<file path="src/rtl/pwm_capture_if.sv">
// rtl/pwm_capture_if.sv - PWM capture pin input and measurement report bundle
interface pwm_capture_if #(
    parameter int CTR_LEN = 8
);
    logic               pwm_in;
    logic [CTR_LEN:0]   period;
    logic [CTR_LEN:0]   high_time;
    logic               valid;
    logic               static_flag;
    logic               static_lvl;

    modport master (
        input  pwm_in,
        output period,
        output high_time,
        output valid,
        output static_flag,
        output static_lvl
    );

    modport slave (
        output pwm_in,
        input  period,
        input  high_time,
        input  valid,
        input  static_flag,
        input  static_lvl
    );
endinterface

</file>
<file path="src/rtl/pwm_capture.sv">
// rtl/pwm_capture.sv - PWM period/high-time capture with static-line timeout
// Optional glitch filter enabled by defining PWM_CAPTURE_FILTER_EN.
module pwm_capture #(
    parameter int CTR_LEN = 8
) (
    input  logic            clk,
    input  logic            rst,
    pwm_capture_if.master   bus
);
    localparam int W = CTR_LEN + 1;
    localparam logic [W-1:0] MAX = '1;
    localparam logic [W-1:0] ONE = W'(1);

    typedef enum logic {ARM, MEAS} state_t;

    state_t         state, state_nx;
    logic           sync1, sync2;
    logic           pwm_s, pwm_d, rise;
    logic [W-1:0]   pcnt, hcnt;
    logic           rpt_norm, rpt_tout;

    always_ff @(posedge clk or negedge rst) begin
        if (!rst) begin
            sync1 <= 1'b0;
            sync2 <= 1'b0;
        end else begin
            sync1 <= bus.pwm_in;
            sync2 <= sync1;
        end
    end

`ifdef PWM_CAPTURE_FILTER_EN
    logic hist1, hist2, held;

    always_ff @(posedge clk or negedge rst) begin
        if (!rst) begin
            hist1 <= 1'b0;
            hist2 <= 1'b0;
            held  <= 1'b0;
        end else begin
            hist1 <= sync2;
            hist2 <= hist1;
            held  <= pwm_s;
        end
    end

    // Level only moves once three consecutive synchronized samples agree.
    assign pwm_s = (sync2 == hist1 && hist1 == hist2) ? sync2 : held;
`else
    assign pwm_s = sync2;
`endif

    always_ff @(posedge clk or negedge rst) begin
        if (!rst) pwm_d <= 1'b0;
        else      pwm_d <= pwm_s;
    end

    assign rise = pwm_s & ~pwm_d;

    always_ff @(posedge clk or negedge rst) begin
        if (!rst) state <= ARM;
        else      state <= state_nx;
    end

    // A rise always beats a simultaneous timeout.
    always_comb begin
        state_nx = state;
        rpt_norm = 1'b0;
        rpt_tout = 1'b0;
        case (state)
            ARM: begin
                if (rise)             state_nx = MEAS;
                else if (pcnt == MAX) rpt_tout = 1'b1;
            end
            MEAS: begin
                if (rise) begin
                    rpt_norm = 1'b1;
                end else if (pcnt == MAX) begin
                    rpt_tout = 1'b1;
                    state_nx = ARM;
                end
            end
            default: state_nx = ARM;
        endcase
    end

    always_ff @(posedge clk or negedge rst) begin
        if (!rst) begin
            pcnt <= '0;
            hcnt <= '0;
        end else if (rise) begin
            pcnt <= ONE;
            hcnt <= ONE;
        end else if (rpt_tout) begin
            pcnt <= '0;
            hcnt <= '0;
        end else begin
            pcnt <= (pcnt == MAX) ? MAX : pcnt + ONE;
            hcnt <= (hcnt == MAX) ? MAX : hcnt + {{(W-1){1'b0}}, pwm_s};
        end
    end

    always_ff @(posedge clk or negedge rst) begin
        if (!rst) begin
            bus.period      <= '0;
            bus.high_time   <= '0;
            bus.valid       <= 1'b0;
            bus.static_flag <= 1'b0;
            bus.static_lvl  <= 1'b0;
        end else begin
            bus.valid <= rpt_norm | rpt_tout;
            if (rpt_norm) begin
                bus.period      <= pcnt;
                bus.high_time   <= hcnt;
                bus.static_flag <= 1'b0;
            end else if (rpt_tout) begin
                bus.period      <= '0;
                bus.high_time   <= '0;
                bus.static_flag <= 1'b1;
                bus.static_lvl  <= pwm_s;
            end
        end
    end
endmodule
</file>
<file path="src/flat_wrapper.sv">
// flat-port wrapper written by rule: the top's interface ports become plain ports
module pwm_capture_flat 
#(
    parameter int CTR_LEN = 8
)
  (clk, rst, bus_pwm_in, bus_period, bus_high_time, bus_valid, bus_static_flag, bus_static_lvl);
  pwm_capture_if #(.CTR_LEN(CTR_LEN)) bus_i ();
  input  logic clk;
  input  logic rst;
  input wire logic [$bits(bus_i.pwm_in)-1:0] bus_pwm_in;
  output wire logic [$bits(bus_i.period)-1:0] bus_period;
  output wire logic [$bits(bus_i.high_time)-1:0] bus_high_time;
  output wire logic [$bits(bus_i.valid)-1:0] bus_valid;
  output wire logic [$bits(bus_i.static_flag)-1:0] bus_static_flag;
  output wire logic [$bits(bus_i.static_lvl)-1:0] bus_static_lvl;
  assign bus_i.pwm_in = bus_pwm_in;
  assign bus_period = bus_i.period;
  assign bus_high_time = bus_i.high_time;
  assign bus_valid = bus_i.valid;
  assign bus_static_flag = bus_i.static_flag;
  assign bus_static_lvl = bus_i.static_lvl;
  pwm_capture #(.CTR_LEN(CTR_LEN)) u_core (.clk(clk), .rst(rst), .bus(bus_i));
endmodule
</file>
<file path="config.mk">
export PLATFORM = sky130hd
export DESIGN_NAME = pwm_capture_flat
export DESIGN_NICKNAME = d
export VERILOG_FILES = /design/src/rtl/pwm_capture_if.sv /design/src/rtl/pwm_capture.sv /design/src/flat_wrapper.sv
export SDC_FILE = /design/constraint.sdc
export NUM_CORES = 1
export LEC_CHECK = 0
export CAP_MARGIN = 10
export CORE_MARGIN = 2
export CORE_UTILIZATION = 45
export DETAILED_ROUTE_END_ITERATION = 8
export PLACE_DENSITY = 0.69
export SLEW_MARGIN = 20
export SYNTH_ARGS = -nofsm -noshare
export SYNTH_HDL_FRONTEND = slang
export SYNTH_SLANG_ARGS = --single-unit
</file>
<file path="constraint.sdc">
create_clock -name clk -period 2.05 [get_ports clk]
set_clock_uncertainty 0.05 [all_clocks]
set_input_delay 0.3075 -clock clk [delete_from_list [all_inputs] [get_ports clk]]
set_output_delay 0.3075 -clock clk [all_outputs]
set_load 0.1 [all_outputs]
</file>
==> out/qor.csv <==
stage;metric;value;unit
timing;Final WS setup;0.3107;ns
clocking;htree depth;2;
synthesis;Synth Area per Inst;12.06;µm²
worst_setup_path;slowest stage delay, CP;0.49;ns
timing;final period utilization;0.8485;
worst_setup_path;CP Cell Sequence;ha_1 > nand4_1 > or3_1 > a31oi_1;
worst_setup_path;Crit Reg-Reg Endpoint;u_core.hcnt[5];
worst_setup_path;Worst setup SP type;flip-flop;
synthesis;Post-synth top flop;dfrtp_1;
run_status;outcome;finished clean;
worst_setup_path;crit path kind;flip-flop to flip-flop;
placed_design;dpl hpwl;2596;µm
timing;worst hold slack;0.03263;ns
global_routing;GRT overflow;0;
min_path;Worst Hold Class;input port to async pin;
floorplan;number of placement rows;23;
worst_setup_path;CP endpoint kind;flip-flop;
floorplan;DIE WIDTH;67.41;µm
routing;final WL;3725;µm
timing;RSZ-0062 raised after global routing;false;
synthesis;Post-synth ARST share;1.000;
timing;relative slew slack;0.6421;
clocking;clock sinks;43;
clocking;post_cts resized;0;
global_routing;initial antenna violation count;0;
floorplan;Ports;24;
global_routing;overall global routing resource usage;0.1828;
worst_setup_path;Slowest cell on crit path;dfrtp_1;
synthesis;synthesized instance count;150;
clocking;Reg clk slew, reported paths;0.08;ns
synthesis;Post-Syn Area;1809;µm²
finish;share of cells above drive strength 1;0.2179;
synthesis;Syn. warnings;0;
timing;Final setup viols;0;
timing;Worst Max-Slew Pin Slew;0.5369;ns
clocking;hold_buf cts;0;
floorplan;Initial Util;0.4589;
routing;antenna-violating nets left;0;
global_routing;largest net degree at the start of global routing;44;
clocking;total setup buffers inserted after CTS;0;
placed_design;Placed Area;2037;µm²
synthesis;FF+latch count, synth;43;
job;Max-cap violations;0;
pwr;VDD IR-drop max;0.001037;V
finish;Fillers;344;
routing;Via Count;1316;
floorplan;Die ar.;4543;µm²
synthesis;Post-Synthesis Net Count;156;
timing;fmax;574.9;MHz
worst_setup_path;worst endpoint required time;2.20;ns
global_routing;vias in the first global route;1286;
clocking;CTS max path bufs;2;
timing;setup TNS;0;ns
worst_setup_path;Reg-to-Reg Start;u_core.pwm_s;
clocking;clk_lat worst skew;0.29;ns
worst_setup_path;FF-to-FF setup slack;0.31;ns
routing;vias per cell;5.747;
global_routing;global-route wire length before repair;6120;µm
pwr;Pleak;0.0009715;µW
synthesis;Yosys cell types;35;
worst_setup_path;WP data arrival;1.89;ns
routing;Initial DRC Count;74;
timing;Slew Viols, Final;0;
finish;final instance area;2140;µm²
timing;Tmin final;1.739;ns
clocking;TritonCTS buffer count;5;
pwr;pwr dens;1151;nW/µm²
synthesis;sequential area share after synthesis;0.5947;
worst_setup_path;reg2reg path depth;4;
routing;drt pass-1 iters;4;
placed_design;RePlAce Congestion;0.8250;
floorplan;core area;3943;µm²
clocking;Root Driver;clkbuf_8;
floorplan;Vert. Die Dim;67.41;µm
worst_setup_path;CP max FO;7;
clocking;CTS tree;yes;
synthesis;Post-synth EDFFs;0;
timing;Hold Violations, Final;0;
finish;Antenna Cells;0;
routing;drt drc;0;
finish;fin nets;185;
placed_design;port bufs;23;
placed_design;Place WS;0.3597;ns
finish;Layout area overhead;18.26;%
routing;routed len/inst;16.27;µm
stage by stage:
step	instances	util	power [µW]
finish	229	0.5427	2463
global route	229	0.5427	2574
CTS	229	0.5427	2486
detailed placement	222	0.5167	1859
global placement	222	0.5167	1833
floorplan	150	-	1694
registers in the layout, summed over array words and instances, names as in the netlist:
register / cells
u_core.pwm_s: 1
u_core.bus.period: 9
u_core.bus.static_flag: 1
u_core.hcnt: 9
u_core.pwm_d: 1
u_core.bus.valid: 1
u_core.state: 1
u_core.pcnt: 9
u_core.bus.static_lvl: 1
u_core.bus.high_time: 9
u_core.sync1: 1
cells in the mapped netlist (2+ instances only):
library cell,number,area [µm²]
a31oi_1,4,25.02
and4_1,4,35.03
nand2_1,6,22.52
nor2_1,6,22.52
a22o_1,18,157.7
nand3_1,5,25.02
xor2_1,3,26.28
a21oi_1,8,40.04
nand4_1,4,25.02
buf_2,3,15.01
inv_1,5,18.77
o21ai_0,9,45.04
buf_6,2,22.52
dfrtp_1,43,1076
xnor2_1,3,26.28
ha_1,3,37.54
or3_1,5,31.28
a211oi_1,2,15.01
per-layer routing:
metal  share of wire  vias to the layer above  global-route usage
met3           0.035                        7             0.03667
met1            0.48                      663              0.2675
met5               0                        -                   0
met2            0.47                       28              0.2649
li1                -                      618                   -
met4           0.015                        0             0.07653
kinds of logic after synthesis:
group | count (synthesis) | synth area share
AO/OA/AOI/OAI | 47 | 0.1902
flip-flops | 43 | 0.5947
AND/OR/NAND/NOR | 39 | 0.1279
buffers and inverters | 12 | 0.03734
XOR/XNOR | 6 | 0.02905
adder cells (fa/ha/maj) | 3 | 0.02075
final cells by class:
class	count	area, µm²	share of cell area
flip-flops and latches	43	1076	0.5029
inverters	6	22.52	0.01053
clock buffers	6	72.57	0.03392
well taps	50	62.56	0.02924
clock inverters	1	30.03	0.01404
repair buffers	28	210.2	0.09825
multi-input cells	95	665.6	0.3111
how the worst max path moves through the flow:
stage                   start                 endpoint  cells after the start
6_report         u_core.pwm_s           u_core.hcnt[5]                      4
5_1_grt          u_core.pwm_s           u_core.hcnt[5]                      4
4_1_cts          u_core.pwm_s           u_core.hcnt[5]                      4
3_5_place_dp     u_core.pwm_s           u_core.hcnt[5]                      4
3_3_place_gp   u_core.pcnt[0]  u_core.bus.high_time[6]                      5
2_1_floorplan  u_core.pcnt[0]  u_core.bus.high_time[0]                      5
cell usage in the layout, fill, tap and decap left out, types with 2 or more instances in the layout:
cell type  synthesis  final
nand3_1            5      5
ha_1               3      3
a21oi_1            8      8
xor2_1             3      3
clkbuf_8           0      5
a31oi_1            4      4
buf_4              1     26
inv_1              5      5
or3_1              5      5
a22o_1            18     18
xnor2_1            3      3
a211oi_1           2      2
dfrtp_1           43     43
nand4_1            4      4
o21ai_0            9      9
nor2_1             6      6
nand2_1            6      6
and4_1             4      4
critical path: cells and delay by family, from the launching register on:
| kind | cells | cell delay [ns] |
|---|---|---|
| flops | 1 | 0.49 |
| simple gates | 2 | 0.65 |
| compound gates | 1 | 0.18 |
| fa+ha+maj | 1 | 0.28 |
power breakdown:
group / leakage (µW) / total (µW) / switching (µW) / internal [µW]
sequential: 0.000567 / 1100 / 139 / 963
combinational: 0.000353 / 741 / 552 / 189
clock: 0.0000513 / 621 / 264 / 357
total: 0.000972 / 2460 / 954 / 1510
Note: power is estimated with default switching activity, not from simulation.
